### config.mk
export PLATFORM = sky130hd
export DESIGN_NAME = ro_count_capture
export DESIGN_NICKNAME = d
export VERILOG_FILES = /design/src/rtl/ro_count_capture.sv
export SDC_FILE = /design/constraint.sdc
export NUM_CORES = 1
export LEC_CHECK = 0
export ABC_AREA = 1
export CAP_MARGIN = 25
export CORE_MARGIN = 2
export CORE_UTILIZATION = 50
export DETAILED_ROUTE_END_ITERATION = 16
export PLACE_DENSITY = 0.71
export SLEW_MARGIN = 10
export SYNTH_ARGS = -nofsm -noshare
export SYNTH_HDL_FRONTEND = slang
export SYNTH_SLANG_ARGS = --single-unit
### constraint.sdc
create_clock -name clk -period 3.29 [get_ports clk]
set_clock_uncertainty 0.05 [all_clocks]
set_input_delay 0.987 -clock clk [delete_from_list [all_inputs] [get_ports clk]]
set_output_delay 0.987 -clock clk [all_outputs]
set_load 0.005 [all_outputs]
### src/rtl/ro_count_capture.sv
// Ring-oscillator edge-count reader: accumulates wrap-corrected per-cycle deltas of a
// free-running counter over a fixed gate window and offers the total via valid/ready.
module ro_count_capture #(
  parameter int unsigned CW          = 8,
  parameter int unsigned ACC_W       = 16,
  parameter int unsigned GATE_CYCLES = 1000
) (
  input  logic             clk,
  input  logic             rst_n,
  input  logic [CW-1:0]    count_in,
  input  logic             start,
  input  logic             abort,
  output logic             busy,
  output logic [ACC_W-1:0] result,
  output logic             overflow,
  output logic             result_valid,
  input  logic             result_ready
);

  // Timer counts GATE_CYCLES-1 down to 0; keep at least one bit for GATE_CYCLES=1.
  localparam int unsigned TW = (GATE_CYCLES > 1) ? $clog2(GATE_CYCLES) : 1;
  localparam logic [TW-1:0] TimerLoad = TW'(GATE_CYCLES - 1);

  typedef enum logic [1:0] {StIdle, StGate, StHold} state_e;

  state_e           state;
  logic [CW-1:0]    prev;
  logic [ACC_W-1:0] acc;
  logic             ovf;
  logic [TW-1:0]    timer;

  logic [CW-1:0]    delta;
  logic [ACC_W:0]   sum;
  logic [ACC_W-1:0] acc_next;
  logic             ovf_next;

  // Modular delta absorbs counter wraps; the carry out of the sum marks saturation.
  always_comb begin
    delta    = count_in - prev;
    sum      = {1'b0, acc} + {{(ACC_W + 1 - CW){1'b0}}, delta};
    acc_next = sum[ACC_W] ? {ACC_W{1'b1}} : sum[ACC_W-1:0];
    ovf_next = ovf | sum[ACC_W];
  end

  // Measurement FSM with registered outputs; abort outranks start and the handshake.
  always_ff @(posedge clk or negedge rst_n) begin
    if (!rst_n) begin
      state        <= StIdle;
      prev         <= '0;
      acc          <= '0;
      ovf          <= 1'b0;
      timer        <= '0;
      busy         <= 1'b0;
      result       <= '0;
      overflow     <= 1'b0;
      result_valid <= 1'b0;
    end else begin
      unique case (state)
        StIdle: begin
          if (start) begin
            prev  <= count_in;
            acc   <= '0;
            ovf   <= 1'b0;
            timer <= TimerLoad;
            busy  <= 1'b1;
            state <= StGate;
          end
        end
        StGate: begin
          if (abort) begin
            busy  <= 1'b0;
            state <= StIdle;
          end else begin
            acc  <= acc_next;
            ovf  <= ovf_next;
            prev <= count_in;
            if (timer == '0) begin
              result       <= acc_next;
              overflow     <= ovf_next;
              result_valid <= 1'b1;
              state        <= StHold;
            end else begin
              timer <= timer - TW'(1);
            end
          end
        end
        StHold: begin
          if (abort) begin
            result_valid <= 1'b0;
            busy         <= 1'b0;
            state        <= StIdle;
          end else if (result_ready) begin
            result_valid <= 1'b0;
            if (start) begin
              // Back-to-back measurement: new baseline this edge, no idle cycle.
              prev  <= count_in;
              acc   <= '0;
              ovf   <= 1'b0;
              timer <= TimerLoad;
              state <= StGate;
            end else begin
              busy  <= 1'b0;
              state <= StIdle;
            end
          end
        end
        default: begin
          busy         <= 1'b0;
          result_valid <= 1'b0;
          state        <= StIdle;
        end
      endcase
    end
  end

endmodule

# Yosys cells after proc, flatten, opt, wreduce, memory -nomap -nowiden
# Cells that the tools add are included.
[op_classes]
eq_ne = 12
n_mux = 40
n_addsub = 3
n_reduce_logical = 9
n_bitwise = 3
[ops]
columns = ["cell", "n"]
rows = [
  ["two-way mux 16 bit", 5],
  ["two-way mux 10 bit", 5],
  ["case mux 16 bit (3 select lines)", 1],
  ["two-way mux 8 bit", 4],
  ["case mux 10 bit (3 select lines)", 1],
  ["case mux 8 bit (3 select lines)", 1],
  ["adder 16 x 8 -> 17 bit", 1],
  ["two-way mux 1 bit", 14],
  ["!= test 2 bit, second input constant", 7],
  ["AND reduction 4 bit", 3],
  ["logical NOT 10 bit", 1],
  ["two-way mux 2 bit", 5],
  ["subtractor 10 x 1 -> 10 bit, second input constant", 1],
  ["!= test 3 bit, second input constant", 3],
  ["case mux 1 bit (3 select lines)", 3],
  ["subtractor 8 bit", 1],
  ["case mux 2 bit (3 select lines)", 1],
  ["AND reduction 3 bit", 2],
  ["AND reduction 5 bit", 1],
  ["nonzero test 3 bit", 1],
  ["== test 2 x 1 -> 1 bit, second input constant", 1],
  ["== test 2 bit, second input constant", 1],
  ["logical NOT 2 bit", 1],
  ["inverter 1 bit", 2],
  ["bitwise OR 1 bit", 1],
]
[totals]
register_bits = 56
elab_cells = 76
inputBits = 13
out_inout_bits = 19

# Longest topological paths before layout
[logic_depth]
depth_word = 5
ltp_mapped = 21
depth_no_buf = 21

# Least setup slack after synthesis
# No wires, ideal clock.
[synth_path]
kind = "input to register"
startpoint = "input count_in[0]"
endpoint = "register acc[11]"
setup_ns = 0.117
path_buffers = 1
required_time_ns = 3.123
path_slack_ns = -0.063
arrival_time_ns = 3.186
path_stages = 20
cell_sequence = "inv_1 -> ha_1 -> inv_1 -> fa_1 -> nand3_1 -> nand3_1 -> nand2_1 -> nand2_1 -> a21oi_1 -> xnor2_1 -> ha_1 -> nand2_1 -> nor2_1 -> nor2_1 -> nand2_1 -> nand3_2 -> buf_6 -> nand3_2 -> nand2_1 -> nand2_1"
[synth_between]
elab_chain_len = 5
[synth_lines]
columns = ["element", "line", "rtl"]
rows = [
  ["start, declared", "10", "input logic [CW-1:0] count_in,"],
  ["subtractor 8 bit", "39", "delta = count_in - prev;"],
  ["adder 16 x 8 -> 17 bit", "40", "sum = {1'b0, acc} + {{(ACC_W + 1 - CW){1'b0}}, delta};"],
  ["two-way mux 16 bit", "41", "acc_next = sum[ACC_W] ? {ACC_W{1'b1}} : sum[ACC_W-1:0];"],
  ["two-way mux 16 bit", "70", "if (abort) begin"],
  ["case mux 16 bit (3 select lines)", "58", "unique case (state)"],
  ["end signal, assigned", "74", "acc <= acc_next;"],
  ["end, declared", "28", "logic [ACC_W-1:0] acc;"],
]
# Every way passes these cells. The select of a mux whose other input is x is not followed.
# A chain may end at the register's enable or synchronous reset.

# Worst setup path in the final report
[layout_path]
startpoint = "input count_in[0]"
endpoint = "register acc[8]"
# Same word-level chain as after synthesis.

==> summary.txt <==
CORE AREA: 6870 sq um
Final Hold Viols: 0
startpoint type of the worst setup path: primary input
Post-Synthesis Mean Instance Area: 7.42 sq um
final standard cell utilization of the core: 0.687
number of instances in the synthesized netlist: 481
least setup slack across all paths after layout: -19.9 ps
data required time of the critical path: 3450 ps
data arrival time of the worst path: 3470 ps
aggregate global-route resource usage: 0.234
area share of xor/xnor cells in the synthesized design: 0.0319
cell type with the largest total area after synthesis: sky130_fd_sc_hd__dfrtp_1
leakage power of the design: 2.50 nW
Synth Area in Compound Gates: 0.0705
number of unique standard cell types used by synthesis: 32
Detailed Route Iter0 Violations: 140
areal power density over the cells: 698 nW/um^2
total power consumption of the routed design: 3.29 mW
grt ovf: 0
Placement Rows: 30
global-route wire length before repair: 14500 um
highest attainable clock frequency: 302 MHz
EDFF count, synth: 0
path class of the lowest-slack min-delay path: register to register
Maximum Capacitance Violations: 0
proportion of register bits with asynchronous set or reset after synthesis: 1.00
worst rel slew slack: 0.465
antenna violations before repair: 0
GR met3 Demand/Resource: 0.0271
area share of and/or/nand/nor cells after synthesis: 0.339
dominant combinational cell family by area after synthesis: simple AND/OR/NAND/NOR gates
multiplexer share of the synthesized area: 0
final setup vio count: 9
final period utilization: 1.01
crit end category: register
total length of routed wires: 8730 um
Vias per Instance: 5.11
vias after detailed routing: 3340
top cells by area, synth: sky130_fd_sc_hd__dfrtp_1 (39%), sky130_fd_sc_hd__nand2_1 (21%), sky130_fd_sc_hd__inv_1 (6.7%)
count of port buffers added during placement: 31
CTS tree: yes
effective utilization at floorplan: 0.520
number of buffers and inverters on the critical path: 7
sum of net half-perimeters after detailed placement: 5800 um
global routing met1 resource utilization: 0.285
failing checks: negative setup slack
outcome: finished, violations left
largest stage delay on the critical path: 350 ps
overall die width: 88.5 um
kind of critical path: primary input to register
Top FF cell, synth: sky130_fd_sc_hd__dfrtp_1
CTS Buf Count: 5
final critical path time including I/O delays and setup: 3310 ps
hold bufs inserted after CTS: 0
post-synthesis to final-layout area growth: 32.2%
most frequent cells after synthesis: sky130_fd_sc_hd__nand2_1 (195), sky130_fd_sc_hd__inv_1 (64), sky130_fd_sc_hd__dfrtp_1 (56), sky130_fd_sc_hd__nand3_1 (31), sky130_fd_sc_hd__nor2_1 (19)
RD Place Congestion: 0.898
# diodes: 0
list of cells traversed by the critical path: buf_6, inv_4, ha_4, inv_4, fa_2, nand3_2, nand3_2, nand2_1, nand2_1, a21oi_2, xnor2_1, ha_1, buf_6, nand2_4, nor2_2, nor2_2, buf_4, buf_4, buf_4, nand3_2, nand3_4, nand2_2, o21ai_2
wire length per cell after detailed routing: 13.4 um
NumNets Final: 587
area share of the largest cell type after synthesis: 0.393
number of nets produced by synthesis: 512
DRC violations left: 0
vias in the first global route: 3318
largest net degree at the start of global routing: 42
clock sink count: 56
clock latency of the later-clocked register in the worst-skew pair: 320 ps
Filler cells: 568
cell class contributing the biggest share of worst-path delay: adder cells
RSZ-0062 raised after global routing: true
mapped cell area: 3570 sq um
count of antenna-violating nets left after detailed routing: 0
fraction of layout instances using a drive strength above 1: 0.262
worst setup slack before clock tree synthesis: -666 ps
register area share after synthesis: 0.393
CTS Root Cell: sky130_fd_sc_hd__clkbuf_8
hold_ws: 432 ps
CTS H-Tree Depth: 2
first-pass iteration count of the detailed router: 4
largest vdd supply drop: 0.359 mV
Total Die Area: 7830 sq um
GR Util met2: 0.422
die height: 88.5 um
Worst R2R Setup Slack: 360 ps
critical-path maximum fanout: 2
number of synthesized register bits: 56
cell with the most instances after synthesis: sky130_fd_sc_hd__nand2_1
Synth warnings: 0
adder-cell share of the synthesized area: 0.0673
most used routing layer in global routing: met2
Max Root-Sink Buffers: 2
setup TNS after final layout: -107 ps
cell type of the slowest stage on the worst timing path: sky130_fd_sc_hd__fa_2
count of final max-slew check failures: 0
multi-input gate area in the final layout: 2130 sq um
flip-flop and latch area: 1400 sq um
transition at the pin with the smallest max-transition slack: 796 ps
clock input transition at the sequential cells of the worst setup and hold paths: 110 ps
num ports: 32
layout by cell type, fill, tap and decap left out, types with 7 or more instances in the layout:
cell type                         synthesis  routed
sky130_fd_sc_hd__o21ai_0                 13      10
sky130_fd_sc_hd__nand3_4                  0       7
sky130_fd_sc_hd__xor2_1                   9       9
sky130_fd_sc_hd__nand2_1                195     172
sky130_fd_sc_hd__dfrtp_1                 56      56
sky130_fd_sc_hd__clkdlybuf4s50_1          0      24
sky130_fd_sc_hd__inv_1                   64      59
sky130_fd_sc_hd__nand3_1                 31      22
sky130_fd_sc_hd__o21ai_2                  8      10
sky130_fd_sc_hd__nor2_1                  19      16
sky130_fd_sc_hd__nand4_1                  7       7
sky130_fd_sc_hd__buf_4                    0      39
sky130_fd_sc_hd__o21ai_1                  7       8
sky130_fd_sc_hd__nand3_2                  9      11
sky130_fd_sc_hd__ha_1                    16      10
sky130_fd_sc_hd__inv_2                    5       7
sky130_fd_sc_hd__nand2_2                  1      18
logic make-up after synthesis:
family,after synthesis
and+or+nand+nor,273
buffers and inverters,79
DFF,56
AOI/OAI and AO/OA,42
adders and majority gates,18
xor gates and xnor gates,13
path summary, 6_finish.rpt:
path / cells after the start / endpoint / start
max: 23 / acc[8] / count_in[0]
min: 2 / result[8] / result[8]
max reg2reg: 21 / acc[8] / prev[0]
min reg2reg: 2 / result[8] / result[8]
max in group asynchronous: 2 / timer[3] / rst_n
min in group asynchronous: 1 / prev[6] / rst_n
worst register-to-register path, stage by stage, from the launching register on:
cell and delay [ps]:
sky130_fd_sc_hd__dfrtp_1 410, sky130_fd_sc_hd__ha_4 160, sky130_fd_sc_hd__inv_4 40, sky130_fd_sc_hd__fa_2 350
sky130_fd_sc_hd__nand3_2 80, sky130_fd_sc_hd__nand3_2 70, sky130_fd_sc_hd__nand2_1 60, sky130_fd_sc_hd__nand2_1 60
sky130_fd_sc_hd__a21oi_2 130, sky130_fd_sc_hd__xnor2_1 80, sky130_fd_sc_hd__ha_1 320, sky130_fd_sc_hd__buf_6 110
sky130_fd_sc_hd__nand2_4 50, sky130_fd_sc_hd__nor2_2 110, sky130_fd_sc_hd__nor2_2 70, sky130_fd_sc_hd__buf_4 130
sky130_fd_sc_hd__buf_4 130, sky130_fd_sc_hd__buf_4 130, sky130_fd_sc_hd__nand3_2 70, sky130_fd_sc_hd__nand3_4 90
sky130_fd_sc_hd__nand2_2 70, sky130_fd_sc_hd__o21ai_2 50
timing repair:
action | CTS | global route
endpoints found under the setup margin | 34 | 34
setup buffers | 6 | 5
gates cloned | 1 | 0
endpoints found under the hold margin | 0 | 0
resized for setup | 40 | 55
pin swaps | 19 | 39
where the power goes:
group,internal (mW),leakage (nW),switching (mW)
clock,0.153,0.0456,0.244
sequential,0.819,0.724,0.100
combinational,0.891,1.73,1.08
state kept, by name (all words and copies together) (netlist names):
name,flops
acc,16
result,16
timer,10
prev,8
state,2
busy,1
overflow,1
ovf,1
result_valid,1
final cells by class:
cell class / instances / area share
clock buffer: 6 / 0.0154
clock inverter: 2 / 0.00292
inverter: 70 / 0.0578
multi-input combinational: 346 / 0.451
sequential: 56 / 0.297
tap: 96 / 0.0255
timing repair buffer: 77 / 0.151
through the flow:
step / area [sq um] / instances
2_1_floorplan: 3580 / 481
3_3_place_gp: 4190 / 633
3_5_place_dp: 4190 / 633
4_1_cts: 4450 / 648
5_1_grt: 4720 / 653
6_report: 4720 / 653
metal layers:
metal  part of all wire  routed length [um]
met5                  0                   0
met4              0.035                 307
met3              0.025                 215
met2               0.51                4490
met1               0.43                3710
Note: power is estimated with default switching activity, not from simulation.
